==> src/rtl/spmv_read_arbiter_pkg.sv <==
// Shared types and constants for the spmv read-issue arbiter.
package spmv_arb_pkg;
  typedef enum logic {IDLE = 1'b0, ISSUE = 1'b1} arb_state_e;

  localparam int SERVE_W_DEF = 3;
  localparam int SEQ_W_DEF   = 3;
  localparam logic [7:0] AR_LEN = 8'd0;
endpackage

==> src/rtl/spmv_read_arbiter_if.sv <==
// AR channel plus the serve/sequence tags handed to the issue unit.
interface spmv_read_arbiter_if
  import spmv_arb_pkg::*;
#(
  parameter int ADDR_WIDTH = 64,
  parameter int SERVE_W    = SERVE_W_DEF,
  parameter int SEQ_W      = SEQ_W_DEF
) ();
  logic [ADDR_WIDTH-1:0] m_axi_araddr;
  logic [7:0]            m_axi_arlen;
  logic                  m_axi_arvalid;
  logic                  m_axi_arready;
  logic [SERVE_W-1:0]    Req_Fifo_ServeNum;
  logic [SEQ_W-1:0]      Req_Seq;

  modport master (
    output m_axi_araddr, m_axi_arlen, m_axi_arvalid, Req_Fifo_ServeNum, Req_Seq,
    input  m_axi_arready
  );
  modport slave (
    input  m_axi_araddr, m_axi_arlen, m_axi_arvalid, Req_Fifo_ServeNum, Req_Seq,
    output m_axi_arready
  );
endinterface

==> src/rtl/spmv_read_arbiter_rr_pick.sv <==
// Combinational round-robin picker: first set request at or after i_ptr, wrapping mod N.
module rr_pick #(
  parameter int N     = 4,
  parameter int IDX_W = 2
) (
  input  logic [N-1:0]     i_req,
  input  logic [IDX_W-1:0] i_ptr,
  output logic             o_valid,
  output logic [IDX_W-1:0] o_idx
);
  logic [2*N-1:0] w_rot;
  int             w_sum;

  always_comb begin
    o_valid = |i_req;
    o_idx   = '0;
    w_sum   = 0;
    // Rotate so offset 0 is the pointer; scan downward so the nearest offset wins.
    w_rot   = {i_req, i_req} >> i_ptr;
    for (int k = N - 1; k >= 0; k--) begin
      if (w_rot[k]) begin
        w_sum = int'(i_ptr) + k;
        if (w_sum >= N) w_sum = w_sum - N;
        o_idx = IDX_W'(w_sum);
      end
    end
  end
endmodule

==> src/rtl/spmv_read_arbiter.sv <==
// Round-robin arbiter sharing one single-beat AXI AR path among NUM_REQ requester FIFOs.
module spmv_read_arbiter
  import spmv_arb_pkg::*;
#(
  parameter int NUM_REQ    = 4,
  parameter int ADDR_WIDTH = 64,
  parameter int SERVE_W    = SERVE_W_DEF,
  parameter int SEQ_W      = SEQ_W_DEF
) (
  input  logic                          clk,
  input  logic                          rst,
  input  logic                          arb_en,
  input  logic [NUM_REQ-1:0]            req_empty,
  input  logic [NUM_REQ*ADDR_WIDTH-1:0] req_addr,
  output logic [NUM_REQ-1:0]            req_rd,
  input  logic                          Issue_BUSY,
  input  logic                          Fifo_Post_full,
  spmv_read_arbiter_if.master           ar,
  output logic                          arb_busy
);
  localparam int IDX_W = (NUM_REQ > 1) ? $clog2(NUM_REQ) : 1;

  arb_state_e                            r_state;
  logic [IDX_W-1:0]                      r_ptr;
  logic [IDX_W-1:0]                      r_win;
  logic [NUM_REQ-1:0][SEQ_W-1:0]         r_seq;
  logic [NUM_REQ-1:0]                    r_rd;
  logic [ADDR_WIDTH-1:0]                 r_araddr;
  logic [SEQ_W-1:0]                      r_tag;
  logic                                  r_arvalid;
  logic                                  r_busy;

  logic [NUM_REQ-1:0][ADDR_WIDTH-1:0]    w_addr;
  logic                                  w_any;
  logic [IDX_W-1:0]                      w_win;
  logic                                  w_elig;

  assign w_addr = req_addr;

  rr_pick #(.N(NUM_REQ), .IDX_W(IDX_W)) u_pick (
    .i_req   (~req_empty),
    .i_ptr   (r_ptr),
    .o_valid (w_any),
    .o_idx   (w_win)
  );

  assign w_elig = arb_en & ~Issue_BUSY & ~Fifo_Post_full & w_any;

  always_ff @(posedge clk or posedge rst) begin
    if (rst) begin
      r_state   <= IDLE;
      r_ptr     <= '0;
      r_win     <= '0;
      r_seq     <= '0;
      r_rd      <= '0;
      r_araddr  <= '0;
      r_tag     <= '0;
      r_arvalid <= 1'b0;
      r_busy    <= 1'b0;
    end else begin
      r_rd <= '0;
      case (r_state)
        IDLE: begin
          if (w_elig) begin
            r_rd      <= NUM_REQ'(1) << w_win;
            r_araddr  <= w_addr[w_win];
            r_win     <= w_win;
            r_tag     <= r_seq[w_win];
            r_arvalid <= 1'b1;
            r_busy    <= 1'b1;
            r_state   <= ISSUE;
          end
        end
        ISSUE: begin
          // Entry is already popped, so the grant completes whatever the gating inputs do.
          if (ar.m_axi_arready) begin
            r_seq[r_win] <= r_seq[r_win] + SEQ_W'(1);
            r_ptr        <= (r_win == IDX_W'(NUM_REQ - 1)) ? '0 : r_win + IDX_W'(1);
            r_arvalid    <= 1'b0;
            r_busy       <= 1'b0;
            r_state      <= IDLE;
          end
        end
        default: r_state <= IDLE;
      endcase
    end
  end

  assign req_rd               = r_rd;
  assign arb_busy             = r_busy;
  assign ar.m_axi_araddr      = r_araddr;
  assign ar.m_axi_arlen       = AR_LEN;
  assign ar.m_axi_arvalid     = r_arvalid;
  assign ar.Req_Fifo_ServeNum = SERVE_W'(r_win);
  assign ar.Req_Seq           = r_tag;
endmodule

==> src/flat_wrapper.sv <==
// flat-port wrapper written by rule: the top's interface ports become plain ports
module spmv_read_arbiter_flat import spmv_arb_pkg::*;
#(
  parameter int NUM_REQ    = 4,
  parameter int ADDR_WIDTH = 64,
  parameter int SERVE_W    = SERVE_W_DEF,
  parameter int SEQ_W      = SEQ_W_DEF
)
  (clk, rst, arb_en, req_empty, req_addr, req_rd, Issue_BUSY, Fifo_Post_full, arb_busy, ar_m_axi_araddr, ar_m_axi_arlen, ar_m_axi_arvalid, ar_Req_Fifo_ServeNum, ar_Req_Seq, ar_m_axi_arready);
  spmv_read_arbiter_if #(.ADDR_WIDTH(ADDR_WIDTH), .SERVE_W(SERVE_W), .SEQ_W(SEQ_W)) ar_i ();
  input  logic clk;
  input  logic rst;
  input  logic arb_en;
  input  logic [NUM_REQ-1:0] req_empty;
  input  logic [NUM_REQ*ADDR_WIDTH-1:0] req_addr;
  output logic [NUM_REQ-1:0] req_rd;
  input  logic Issue_BUSY;
  input  logic Fifo_Post_full;
  output logic arb_busy;
  output wire logic [$bits(ar_i.m_axi_araddr)-1:0] ar_m_axi_araddr;
  output wire logic [$bits(ar_i.m_axi_arlen)-1:0] ar_m_axi_arlen;
  output wire logic [$bits(ar_i.m_axi_arvalid)-1:0] ar_m_axi_arvalid;
  output wire logic [$bits(ar_i.Req_Fifo_ServeNum)-1:0] ar_Req_Fifo_ServeNum;
  output wire logic [$bits(ar_i.Req_Seq)-1:0] ar_Req_Seq;
  input wire logic [$bits(ar_i.m_axi_arready)-1:0] ar_m_axi_arready;
  assign ar_m_axi_araddr = ar_i.m_axi_araddr;
  assign ar_m_axi_arlen = ar_i.m_axi_arlen;
  assign ar_m_axi_arvalid = ar_i.m_axi_arvalid;
  assign ar_Req_Fifo_ServeNum = ar_i.Req_Fifo_ServeNum;
  assign ar_Req_Seq = ar_i.Req_Seq;
  assign ar_i.m_axi_arready = ar_m_axi_arready;
  spmv_read_arbiter #(.NUM_REQ(NUM_REQ), .ADDR_WIDTH(ADDR_WIDTH), .SERVE_W(SERVE_W), .SEQ_W(SEQ_W)) u_core (.clk(clk), .rst(rst), .arb_en(arb_en), .req_empty(req_empty), .req_addr(req_addr), .req_rd(req_rd), .Issue_BUSY(Issue_BUSY), .Fifo_Post_full(Fifo_Post_full), .ar(ar_i), .arb_busy(arb_busy));
endmodule
==> config.mk <==
export PLATFORM = sky130hd
export DESIGN_NAME = spmv_read_arbiter_flat
export DESIGN_NICKNAME = d
export VERILOG_FILES = /design/src/rtl/spmv_read_arbiter_pkg.sv /design/src/rtl/spmv_read_arbiter_if.sv /design/src/rtl/spmv_read_arbiter_rr_pick.sv /design/src/rtl/spmv_read_arbiter.sv /design/src/flat_wrapper.sv
export SDC_FILE = /design/constraint.sdc
export NUM_CORES = 1
export LEC_CHECK = 0
export CAP_MARGIN = 20
export CELL_PAD_IN_SITES_DETAIL_PLACEMENT = 1
export CELL_PAD_IN_SITES_GLOBAL_PLACEMENT = 1
export CORE_ASPECT_RATIO = 2
export CORE_MARGIN = 2
export CORE_UTILIZATION = 25
export DETAILED_ROUTE_END_ITERATION = 12
export PLACE_DENSITY_LB_ADDON = 0.1
export SETUP_SLACK_MARGIN = 0.2
export SKIP_LAST_GASP = 1
export SYNTH_ARGS = -nofsm -noshare
export SYNTH_HDL_FRONTEND = slang
export SYNTH_SLANG_ARGS = --single-unit
export TNS_END_PERCENT = 100
==> constraint.sdc <==
create_clock -name clk -period 4.2 [get_ports clk]
set_input_delay 0.84 -clock clk [delete_from_list [all_inputs] [get_ports clk]]
set_output_delay 0.84 -clock clk [all_outputs]
set_load 0.02 [all_outputs]
Yosys cells after proc, flatten, opt, wreduce, memory -nomap -nowiden
Cells that the tools add are included.

$add $sub $neg: 9. $lt $le $gt $ge: 7. Equality and inequality tests: 3. Shifts and indexed selects: 2. Muxes and demuxes: 26. Bitwise operators: 7. Reductions and logical operators: 5.

Operator list (number): binary-select mux 64 bit (select 2 bit) (1); two-way mux 64 bit (1); two-way mux 2 bit (9); binary-select mux 3 bit (select 2 bit) (2); bitwise mux 12 bit (1); >= comparator 3 bit (second input constant) (3); two-way mux 3 bit (3); two-way mux 4 bit (2); >> shifter 8 x 2 -> 4 bit (1); subtractor 2 x 1 -> 2 bit (second input constant) (4); adder 2 x 2 -> 3 bit (second input constant) (2); demux 3 bit (select 2 bit) (1); < comparator 2 x 3 -> 1 bit (second input constant) (2); AND reduction 2 bit (3); two-way mux 1 bit (4); inverter 4 bit (1); case mux 1 bit (2 select lines) (2); OR reduction 4 bit (1); << shifter 1 x 2 -> 4 bit (first input constant) (1); adder 2 x 1 -> 3 bit (second input constant) (1); adder 3 x 1 -> 3 bit (second input constant) (1); bitwise AND 1 bit (3); >= comparator 2 x 3 -> 1 bit (second input constant) (1); inverter 1 bit (3); 6 further kinds (6).

Register bits after elaboration: 89. Input bits: 266. Output and inout bits: 84.

Depth between registers and ports, before layout
Gate-level depths: netlist of the first run.

Word-level depth: 10. Gate-level depth with buffers: 9. Mapped depth without buffers: 5.

By module
From an unflattened synthesis of the first run, not the netlist that was laid out.

Cells, all modules: 327. Area total of the unflattened synthesis: 5267.6 sq um.

By module, submodules not included: spmv_read_arbiter (times used 1, cells each 316, area an instance 5196.2 sq um, sequential area each 2227.1 sq um); rr_pick (times used 1, cells each 11, area an instance 71.3 sq um, sequential area each 0.0 sq um).

Least setup slack after synthesis of the first run
No wires, ideal clock.

Kind: input port to flip-flop. From: input Issue_BUSY. To: register u_core.r_araddr[39], in the netlist u_core.ar.m_axi_araddr[39]. Library setup time: 87 ps. Data arrival time: 2366 ps. Slack: 1747 ps. Cell stages on the path: 7. Path through: or4b_1 > a31o_1 > nand2b_1 > clkbuf_2 > buf_2 > buf_2 > o211ai_1.

Word-level cells in the longest chain between the ends: 5.

Ends and longest elaborated chain: start, declared (RTL line flat_wrapper.sv:17) `input logic Issue_BUSY;`; inverter 1 bit (RTL line spmv_read_arbiter.sv:47) `assign w_elig = arb_en & ~Issue_BUSY & ~Fifo_Post_full & w_any;`; bitwise AND 1 bit (3 in series) (RTL line spmv_read_arbiter.sv:47); AND reduction 2 bit (no line); end signal, assigned (RTL line spmv_read_arbiter.sv:66) `r_araddr <= w_addr[w_win];`; end, declared (RTL line spmv_read_arbiter.sv:28) `logic [ADDR_WIDTH-1:0] r_araddr;`.

Every way passes these cells. A chain may end at the register's enable or synchronous reset.

Worst setup path in the final report of the first run
From: input Issue_BUSY. To: register u_core.r_araddr[9], in the netlist u_core.ar.m_axi_araddr[9].

Same word-level chain as after synthesis.

==> flow_metrics.py, run 1 <==
metrics = {
    "placed_design": {
        "gp_congestion": 0.8099,
        "place_inst": 1047,
        "portBuffers": 340,
        "dpl_worst_slack_ps": 801.1,
        "dp_hpwl_um": 17490,
        "place_area_um2": 8572,
    },
    "pwr": {
        "switchingPower_mw": 1.741,
        "p_int_mw": 2.989,
        "power.leakage_nw": 3.574,
        "switching_share": 0.3681,
        "peakVddDrop_uv": 211.8,
        "power_mw": 4.731,
        "power.share.clock": 0.189,
        "pwr_density_cell_nw_per_um2": 530.9,
        "power_frac_comb": 0.499,
        "pwr-share-seq": 0.312,
    },
    "sta": {
        "worstMarginPinSlew_ps": 517.4,
        "period_share": 0.7173,
        "period_minus_slack_ps": 3013,
        "max-slew-margin-rel": 0.6551,
        "finalSetupTns_ps": 0,
        "setup_viol": 0,
        "drv_slew": 0,
        "finalClockSkew_ps": 6.712,
        "finalWorstSetupSlack_ps": 1187,
        "hold_viol": 0,
        "holdWs_ps": 520.9,
        "rsz0062_at_grt": "no",
        "max_freq_mhz": 331.9,
    },
    "clocking": {
        "cts-buffers-inserted": 9,
        "ctsHoldBuffers": 0,
        "clk_latency_ps": 350,
        "cts_tree": "done",
        "cts_resized": 0,
        "h-tree-depth": 3,
        "clockBufferDepth": 2,
        "ctsRootBufferMaster": "clkbuf_16",
        "clock-sinks": 89,
        "clkSlewWorstSetupHoldPaths_ps": 60,
        "postCtsSetupBuffers": 0,
    },
    "global_route": {
        "grt_pass1_wl_um": 32550,
        "grt_max_degree": 44,
        "grt_pass1_vias": 5994,
        "antenna_found_initial": 3,
        "globalRouteTotalUtil": 0.2061,
        "overflow": 0,
    },
    "run_status": {
        "status": "completed",
    },
    "logic_synthesis": {
        "synthArstFlopShare": 1.000,
        "synth_cells": 479,
        "yosys.area.top_type": "dfrtp_1",
        "synth_common_cells": "dfrtp_1 (89), nand2_1 (82), a22oi_1 (67), mux2i_1 (67), o211ai_1 (67)",
        "yosys-top-cells-area": "dfrtp_1 (45%), mux2i_1 (14%), a22oi_1 (10%)",
        "ys.flop_type": "dfrtp_1",
        "yosys_warnings": 0,
        "avgSynthCellArea_um2": 10.31,
        "synth_most_common_cell": "dfrtp_1",
        "synth_top_area_share": 0.4510,
        "syn_area_um2": 4938,
        "synth-seq-area-share": 0.4510,
        "synth_cell_types": 31,
        "synth_edf_count": 0,
        "synth_seq_cells": 89,
    },
    "die": {
        "die_w_um": 103.4,
        "initial_core_util": 0.2550,
        "dieArea_um2": 20960,
        "rows": 72,
        "core_area_um2": 19370,
        "dieHeight_um": 202.8,
        "io-pin-count": 350,
    },
    "critical_path": {
        "worstPathRequired_ps": 4450,
        "path_max_fanout": 41,
        "crit_arrival_ps": 3270,
        "critPathCaptureType": "register",
        "path_cells": "clkdlybuf4s50_1, or4b_1, a31o_4, a2111oi_4, buf_4, a22oi_1, o211ai_1",
        "worstSetupStartpointType": "input pin",
        "path_class": "input pin to register",
        "crit_path_max_incr_delay_ps": 580,
        "crit_path_top_delay_cell": "or4b_1",
    },
    "flow_run": {
        "drv_cap": 0,
    },
    "detailed_routing": {
        "routed_wl_um": 21980,
        "routed_via_density": 4.941,
        "antenna_left": 0,
        "wl_per_cell_um": 20.62,
        "drt_pass1_iterations": 4,
        "drc": 0,
        "drtIter0Drc": 159,
        "num_vias": 5267,
    },
    "final_layout": {
        "fin_cells": 1066,
        "syn_to_final_growth_pct": 80.42,
        "fin_nets": 1070,
        "utilization": 0.4600,
        "finalInstanceArea_um2": 8910,
        "drive_gt1_frac": 0.05224,
    },
    "min_path": {
        "hold_path.class": "register to register",
    },
}
## cell families (layout without fill, tap and decap cells)
group | after synthesis | in the layout | share of synthesized area
flops | 89 | 89 | 0.4510
compound gates | 158 | 158 | 0.2379
other cells | 1 | 12 | 0.0007593
fa+ha+maj | 5 | 5 | 0.01267
simple gates | 94 | 94 | 0.07677
mux | 76 | 76 | 0.1632
xor+xnor | 1 | 1 | 0.001774
buf+inv | 55 | 372 | 0.05599
## cells in the final DEF (no fill, tap or decap), types with 2 or more instances in the layout
master,netlist,final
dfrtp_1,89,89
nor2b_1,3,3
buf_4,10,10
mux2_2,6,6
diode_2,0,3
nand2_1,82,82
o211ai_1,67,67
inv_1,5,4
bufinv_16,0,2
mux2i_1,67,67
clkdlybuf4s50_1,0,340
a22oi_1,67,67
nand3_1,4,4
clkbuf_16,0,9
conb_1,1,9
o21ai_0,15,15
clkinvlp_4,0,3
mux4_2,3,3
ha_1,5,5
## final timing paths
| path | end | depth (start not counted) | slack [ps] | from |
|---|---|---|---|---|
| setup / recovery | u_core.ar.m_axi_araddr[9] | 7 | 1190 | Issue_BUSY |
| hold / removal | u_core.r_seq[0] | 2 | 520 | u_core.r_seq[0] |
| setup reg to reg | u_core.ar.m_axi_araddr[9] | 6 | 1570 | u_core.r_state |
| hold reg to reg | u_core.r_seq[0] | 2 | 520 | u_core.r_seq[0] |
| max in group asynchronous | u_core.ar.m_axi_araddr[1] | 3 | 2480 | rst |
| min in group asynchronous | u_core.ar.m_axi_araddr[56] | 2 | 870 | rst |
## cell type report
cell class	instances	area, µm²
repair buffers	351	3498
inverters	5	21.27
well taps	259	324.1
clock buffers	10	239.0
multi-input cells	343	2501
diodes	3	7.507
fillers	2177	10460
clock inverters	6	91.34
flip-flops and latches	89	2227
## worst max-delay path: cells and delay by family
| family | cells | cell delay, ps |
|---|---|---|
| AOI/OAI and AO/OA | 4 | 940 |
| buffers and inverters | 2 | 860 |
| and+or+nand+nor | 1 | 580 |
## sequential cells by signal, indices dropped and copies added (netlist names)
signal	cells
u_core.r_state	1
u_core.r_win	2
u_core.ar.m_axi_araddr	64
u_core.req_rd	4
u_core.ar.Req_Seq	3
u_core.ar.m_axi_arvalid	1
u_core.r_ptr	2
u_core.r_seq	12
## layer usage
layer	vias up	track usage	share of wire
li1	2420	-	-
met2	236	0.3917	0.58
met1	2590	0.2087	0.34
met3	21	0.04819	0.065
met5	-	0	0
met4	0	0.07519	0.019
## power by group through the flow
stage	clock network, mW	logic (mW)	registers [mW]
floorplan	0	0.884	1.79
global placement	0	2.34	1.47
detailed placement	0	2.40	1.49
CTS	0.930	2.41	1.48
global route	0.962	2.53	1.53
finish	0.895	2.36	1.47
(Power assumes the default switching activity.)
==> inputs of run 2 (changes only) <==
==> constraint.sdc (replaced) <==
create_clock -name clk -period 3.14 [get_ports clk]
set_input_delay 0.628 -clock clk [delete_from_list [all_inputs] [get_ports clk]]
set_output_delay 0.628 -clock clk [all_outputs]
set_load 0.02 [all_outputs]
==> run 2 against run 1 <==
  * Flip-flop and latch count unchanged
  * Via count down 1.3%
  * Non-clock buffer count fell by 1
  * Worst hold slack got worse by 23 ps
  * Die area did not move
  * Core utilization increased by 0.19 points
  * Sequential share of layout area fell by 0.10 points
  * Register-to-register slack worse by 810 ps
  * Global-route usage decreased by 0.58 points
  * Clock skew up 5.3 ps
  * Largest power group unchanged
  * Highest routed layer unchanged
==> flow_metrics.py, run 2 (same netlist as run 1, synthesis figures left out) <==
metrics = {
    "placed_design": {
        "portBuffers": 340,
        "dpl_worst_slack_ps": 264.9,
        "dp_hpwl_um": 17020,
        "gp_congestion": 0.7921,
        "place_inst": 1046,
    },
    "die": {
        "core_area_um2": 19370,
        "dieHeight_um": 202.8,
        "io-pin-count": 350,
        "die_w_um": 103.4,
        "initial_core_util": 0.2550,
        "dieArea_um2": 20960,
        "rows": 72,
    },
    "detailed_routing": {
        "num_vias": 5197,
        "drt_pass1_iterations": 4,
        "wl_per_cell_um": 20.43,
        "routed_wl_um": 21730,
        "antenna_left": 0,
        "drc": 0,
        "drtIter0Drc": 99,
        "routed_via_density": 4.884,
    },
    "final_layout": {
        "syn_to_final_growth_pct": 81.18,
        "final_common_cell": "clkdlybuf4s50_1",
        "drive_gt1_frac": 0.05106,
        "final_cell_mix": "clkdlybuf4s50_1 (340), dfrtp_1 (89), nand2_1 (82)",
        "fin_cells": 1064,
        "fin_nets": 1069,
        "largest_register_ff_count": 64,
    },
    "sta": {
        "finalClockSkew_ps": 11.98,
        "worstMarginPinSlew_ps": 553.1,
        "max-slew-margin-rel": 0.6313,
        "period_share": 0.8105,
        "period_minus_slack_ps": 2545,
        "finalSetupTns_ps": 0,
        "hold_viol": 0,
        "drv_slew": 0,
        "finalWorstSetupSlack_ps": 595.0,
        "max_freq_mhz": 392.9,
        "rsz0062_at_grt": "no",
        "setup_viol": 0,
    },
    "critical_path": {
        "crit_arrival_ps": 2800,
        "path_class": "input pin to register",
        "critPathCaptureType": "register",
        "path_max_fanout": 68,
        "worstPathRequired_ps": 3400,
        "r2r_slack_ps": 760,
        "worstSetupStartpointType": "input pin",
    },
    "global_route": {
        "grt_max_degree": 69,
        "overflow": 0,
        "globalRouteTotalUtil": 0.2003,
        "grt_pass1_vias": 5808,
        "grt_pass1_wl_um": 31730,
        "antenna_found_initial": 2,
    },
    "pwr": {
        "pwr_density_cell_nw_per_um2": 709.3,
        "switching_share": 0.3699,
        "power_frac_comb": 0.501,
        "peakVddDrop_uv": 264.7,
        "switchingPower_mw": 2.347,
        "pwr-share-seq": 0.310,
        "power.share.clock": 0.190,
        "p_int_mw": 3.999,
        "power.leakage_nw": 3.589,
    },
    "clocking": {
        "clockBufferDepth": 2,
        "h-tree-depth": 3,
        "cts-buffers-inserted": 9,
        "postCtsSetupBuffers": 0,
        "clkSlewWorstSetupHoldPaths_ps": 70,
        "ctsRootBufferMaster": "clkbuf_16",
        "cts_tree": "done",
        "clk_latency_ps": 350,
        "cts_resized": 0,
        "ctsHoldBuffers": 0,
        "clock-sinks": 89,
    },
    "min_path": {
        "hold_path.class": "register to register",
    },
    "run_status": {
        "status": "completed",
    },
    "flow_run": {
        "drv_cap": 0,
    },
}
==> run 2: cell types whose count changed in the layout (fill, tap and decap cells not counted), sizes merged <==
cell	change
buf	-1
clkbuf	-1
clkinv	+1
clkinvlp	-2
diode	-1
inv	+2
==> run 2: metal layers <==
layer,share of wire,track usage
met5,0,0
met4,0.022,0.06955
met3,0.061,0.03993
met2,0.57,0.3873
met1,0.35,0.2027
==> run 2: power by group through the flow <==
stage | registers (mW) | clock network, mW | logic (mW)
2_1_floorplan | 2.39 | 0 | 1.18
3_3_place_gp | 1.95 | 0 | 3.14
3_5_place_dp | 1.99 | 0 | 3.23
4_1_cts | 1.98 | 1.24 | 3.24
5_1_grt | 2.03 | 1.28 | 3.41
6_report | 1.97 | 1.20 | 3.18
==> run 2: critical path: stages <==
cell             delay [ps]
clkdlybuf4s50_1         390
or4b_1                  590
a31o_4                  280
a2111oi_4               250
buf_12                  340
a22oi_1                 130
o211ai_1                120
==> run 2: path summary, 6_finish.rpt <==
path,cells past startpoint,startpoint,to
worst max-delay path,7,Issue_BUSY,u_core.ar.m_axi_araddr[9]
worst min-delay path,2,u_core.ar.m_axi_araddr[62],u_core.ar.m_axi_araddr[62]
worst max register to register,6,u_core.r_state,u_core.ar.m_axi_araddr[9]
worst min register to register,2,u_core.ar.m_axi_araddr[62],u_core.ar.m_axi_araddr[62]
max in group asynchronous,3,rst,u_core.ar.m_axi_araddr[50]
min in group asynchronous,2,rst,u_core.ar.m_axi_araddr[52]
==> run 2: per-stage QoR <==
stage	utilization	area [µm²]	hold WS [ps]	total power [mW]
2_1_floorplan	-	4969	466.0	3.572
3_3_place_gp	0.4448	8615	480.3	5.094
3_5_place_dp	0.4448	8615	486.9	5.217
4_1_cts	0.4617	8942	502.1	6.458
5_1_grt	0.4620	8947	540.0	6.720
6_report	0.4620	8947	497.9	6.346
==> run 2: area by class of cell <==
class	count	area, µm²
Clock inverter	7	102.6
Tap cell	259	324.1
Antenna cell	2	5.005
Sequential cell	89	2227
Fill cell	2151	10420
Timing Repair Buffer	350	3541
Clock buffer	9	225.2
Multi-Input combinational cell	343	2501
Inverter	5	21.27
==> inputs of run 3 (changes only) <==
--- a/config.mk
+++ b/config.mk
@@ -10,7 +10,7 @@
 export CELL_PAD_IN_SITES_GLOBAL_PLACEMENT = 1
 export CORE_ASPECT_RATIO = 2
 export CORE_MARGIN = 2
-export CORE_UTILIZATION = 25
+export CORE_UTILIZATION = 22
 export DETAILED_ROUTE_END_ITERATION = 12
 export PLACE_DENSITY_LB_ADDON = 0.1
 export SETUP_SLACK_MARGIN = 0.2
==> constraint.sdc (replaced) <==
create_clock -name clk -period 2.09 [get_ports clk]
set_input_delay 0.418 -clock clk [delete_from_list [all_inputs] [get_ports clk]]
set_output_delay 0.418 -clock clk [all_outputs]
set_load 0.02 [all_outputs]
==> run 3 against run 2 <==
  * Clock-buffer cell count rose by 2
  * Wire length rose by 18%
  * Worst setup slack got worse by 570 ps
  * Largest power group unchanged
==> flow_metrics.py, run 3 (same netlist as run 1, synthesis figures left out) <==
metrics = {
    "detailed_routing": {
        "drc": 0,
        "routed_via_density": 4.886,
        "wl_per_cell_um": 22.71,
        "routed_wl_um": 25610,
        "drtIter0Drc": 186,
        "drt_pass1_iterations": 4,
        "num_vias": 5511,
        "antenna_left": 0,
    },
    "sta": {
        "finalClockSkew_ps": 7.583,
        "hold_viol": 0,
        "holdWs_ps": 504.1,
        "finalSetupTns_ps": 0,
        "setup_viol": 0,
        "finalWorstSetupSlack_ps": 22.93,
        "rsz0062_at_grt": "yes",
        "max-slew-margin-rel": 0.6360,
        "worstMarginPinSlew_ps": 546.0,
        "period_minus_slack_ps": 2067,
        "drv_slew": 0,
        "max_freq_mhz": 483.8,
        "period_share": 0.9890,
    },
    "final_layout": {
        "syn_to_final_growth_pct": 100.4,
        "final_cell_mix": "clkdlybuf4s50_1 (333), dfrtp_1 (87), o211ai_1 (67), mux2i_1 (66), a22oi_1 (64)",
        "drive_gt1_frac": 0.1590,
        "final_common_cell": "clkdlybuf4s50_1",
        "largest_register_ff_count": 64,
        "fin_cells": 1128,
        "fin_nets": 1115,
        "finalInstanceArea_um2": 9897,
        "fill_cells": 2448,
    },
    "min_path": {
        "hold_path_startpoint": "u_core.ar.m_axi_araddr[13]",
        "min_path_cells": 2,
        "min_to": "u_core.ar.m_axi_araddr[13]",
        "hold_path.class": "register to register",
    },
    "global_route": {
        "globalRouteTotalUtil": 0.2089,
        "antenna_found_initial": 3,
        "grt_max_degree": 90,
        "overflow": 0,
        "grt_pass1_vias": 6111,
        "grt_pass1_wl_um": 36700,
    },
    "run_status": {
        "status": "completed",
    },
    "placed_design": {
        "gp_congestion": 0.7985,
        "portBuffers": 340,
        "place_area_um2": 8935,
        "dp_hpwl_um": 18830,
        "dpl_worst_slack_ps": -437.5,
        "place_inst": 1092,
    },
    "pwr": {
        "pwr_density_cell_nw_per_um2": 1023,
        "power_frac_comb": 0.507,
        "power.leakage_nw": 4.211,
        "pwr-share-seq": 0.290,
        "switchingPower_mw": 3.616,
        "p_int_mw": 6.514,
        "power.share.clock": 0.203,
        "peakVddDrop_uv": 710.6,
        "switching_share": 0.3570,
    },
    "critical_path": {
        "r2r_end": "u_core.ar.m_axi_araddr[12]",
        "worstPathRequired_ps": 2350,
        "r2r_slack_ps": 20,
        "crit_path_max_incr_delay_ps": 500,
        "path_class": "register to register",
        "critPathCaptureType": "register",
        "path_cells": "or4b_4, a31o_4, a2111oi_4, buf_6, buf_12, buf_12, buf_16, nand2_4, o211ai_1",
        "crit_path_frequent_cell": "buf_12",
        "worstSetupStartpointType": "register",
        "crit_path_top_delay_cell": "or4b_4",
        "path_max_fanout": 6,
        "crit_arrival_ps": 2320,
        "r2r-start": "u_core.r_state",
        "rr_worst_depth": 9,
        "cp_top_family": "simple AND/OR/NAND/NOR gates",
        "startpoint": "u_core.r_state",
        "critPathBufInv": 4,
    },
    "clocking": {
        "h-tree-depth": 3,
        "clk_latency_ps": 340,
        "clockBufferDepth": 2,
        "cts_tree": "done",
        "ctsRootBufferMaster": "clkbuf_16",
        "clock-sinks": 89,
        "ctsHoldBuffers": 0,
        "cts-buffers-inserted": 9,
        "clkSlewWorstSetupHoldPaths_ps": 70,
    },
    "die": {
        "core_area_um2": 22060,
        "rows": 77,
        "dieArea_um2": 23730,
        "io-pin-count": 350,
        "dieHeight_um": 215.9,
        "initial_core_util": 0.2238,
        "die_w_um": 109.9,
    },
    "flow_run": {
        "drv_cap": 0,
    },
}
-- run 3: metal layers --
| layer | GRT usage | part of all wire | wire [µm] |
|---|---|---|---|
| met1 | 0.2182 | 0.35 | 8927 |
| met2 | 0.4027 | 0.58 | 14850 |
| met3 | 0.03775 | 0.053 | 1346 |
| met4 | 0.06667 | 0.019 | 484 |
| met5 | 0 | 0 | 0 |
-- run 3: per-stage QoR --
step / power [mW] / util
2_1_floorplan: 5.408 / -
3_3_place_gp: 7.934 / 0.4050
3_5_place_dp: 8.067 / 0.4050
4_1_cts: 10.23 / 0.4337
5_1_grt: 10.72 / 0.4486
6_report: 10.13 / 0.4486
-- run 3: worst max path at each step --
stage | slack [ps] | to | cells after the start
after global routing | -50 | u_core.ar.m_axi_araddr[21] | 9
after CTS | -50 | u_core.ar.m_axi_araddr[5] | 9
final | 20 | u_core.ar.m_axi_araddr[12] | 9
after detailed placement | -440 | u_core.ar.m_axi_araddr[9] | 8
after global placement | -380 | u_core.ar.m_axi_araddr[9] | 8
after floorplan | 120 | u_core.ar.m_axi_araddr[41] | 7
-- run 3: worst min-delay path: cells and delay by family (launching register included) --
| kind | cells | cell delay (ps) |
|---|---|---|
| compound gates | 1 | 80 |
| flops | 1 | 340 |
| simple gates | 1 | 50 |
-- run 3: final cells by class --
cell class,instances,area [µm²],share of cell area
Timing Repair Buffer,396,4158,0.4201
Clock inverter,5,125.1,0.01264
Tap cell,276,345.3,0.03489
Multi-Input combinational cell,343,2756,0.2785
Inverter,5,22.52,0.002276
Antenna cell,3,7.507,0.0007585
Clock buffer,11,252.7,0.02554
Sequential cell,89,2230,0.2253
-- run 3: power by group through the flow --
stage                     Combinational, mW  Clock (mW)  Sequential (mW)
after floorplan                        1.82           0             3.59
after global placement                 4.99           0             2.94
after detailed placement               5.09           0             2.98
after CTS                              5.17        2.12             2.94
after global routing                   5.49        2.19             3.04
final                                  5.13        2.06             2.94
-- run 3: what timing repair did --
action | CTS | global route
buffers inserted | 8 | 2
gates resized for setup | 28 | 60
pin swaps | 14 | 26
cloned | 4 | 3
endpoints found under the setup margin | 75 | 70
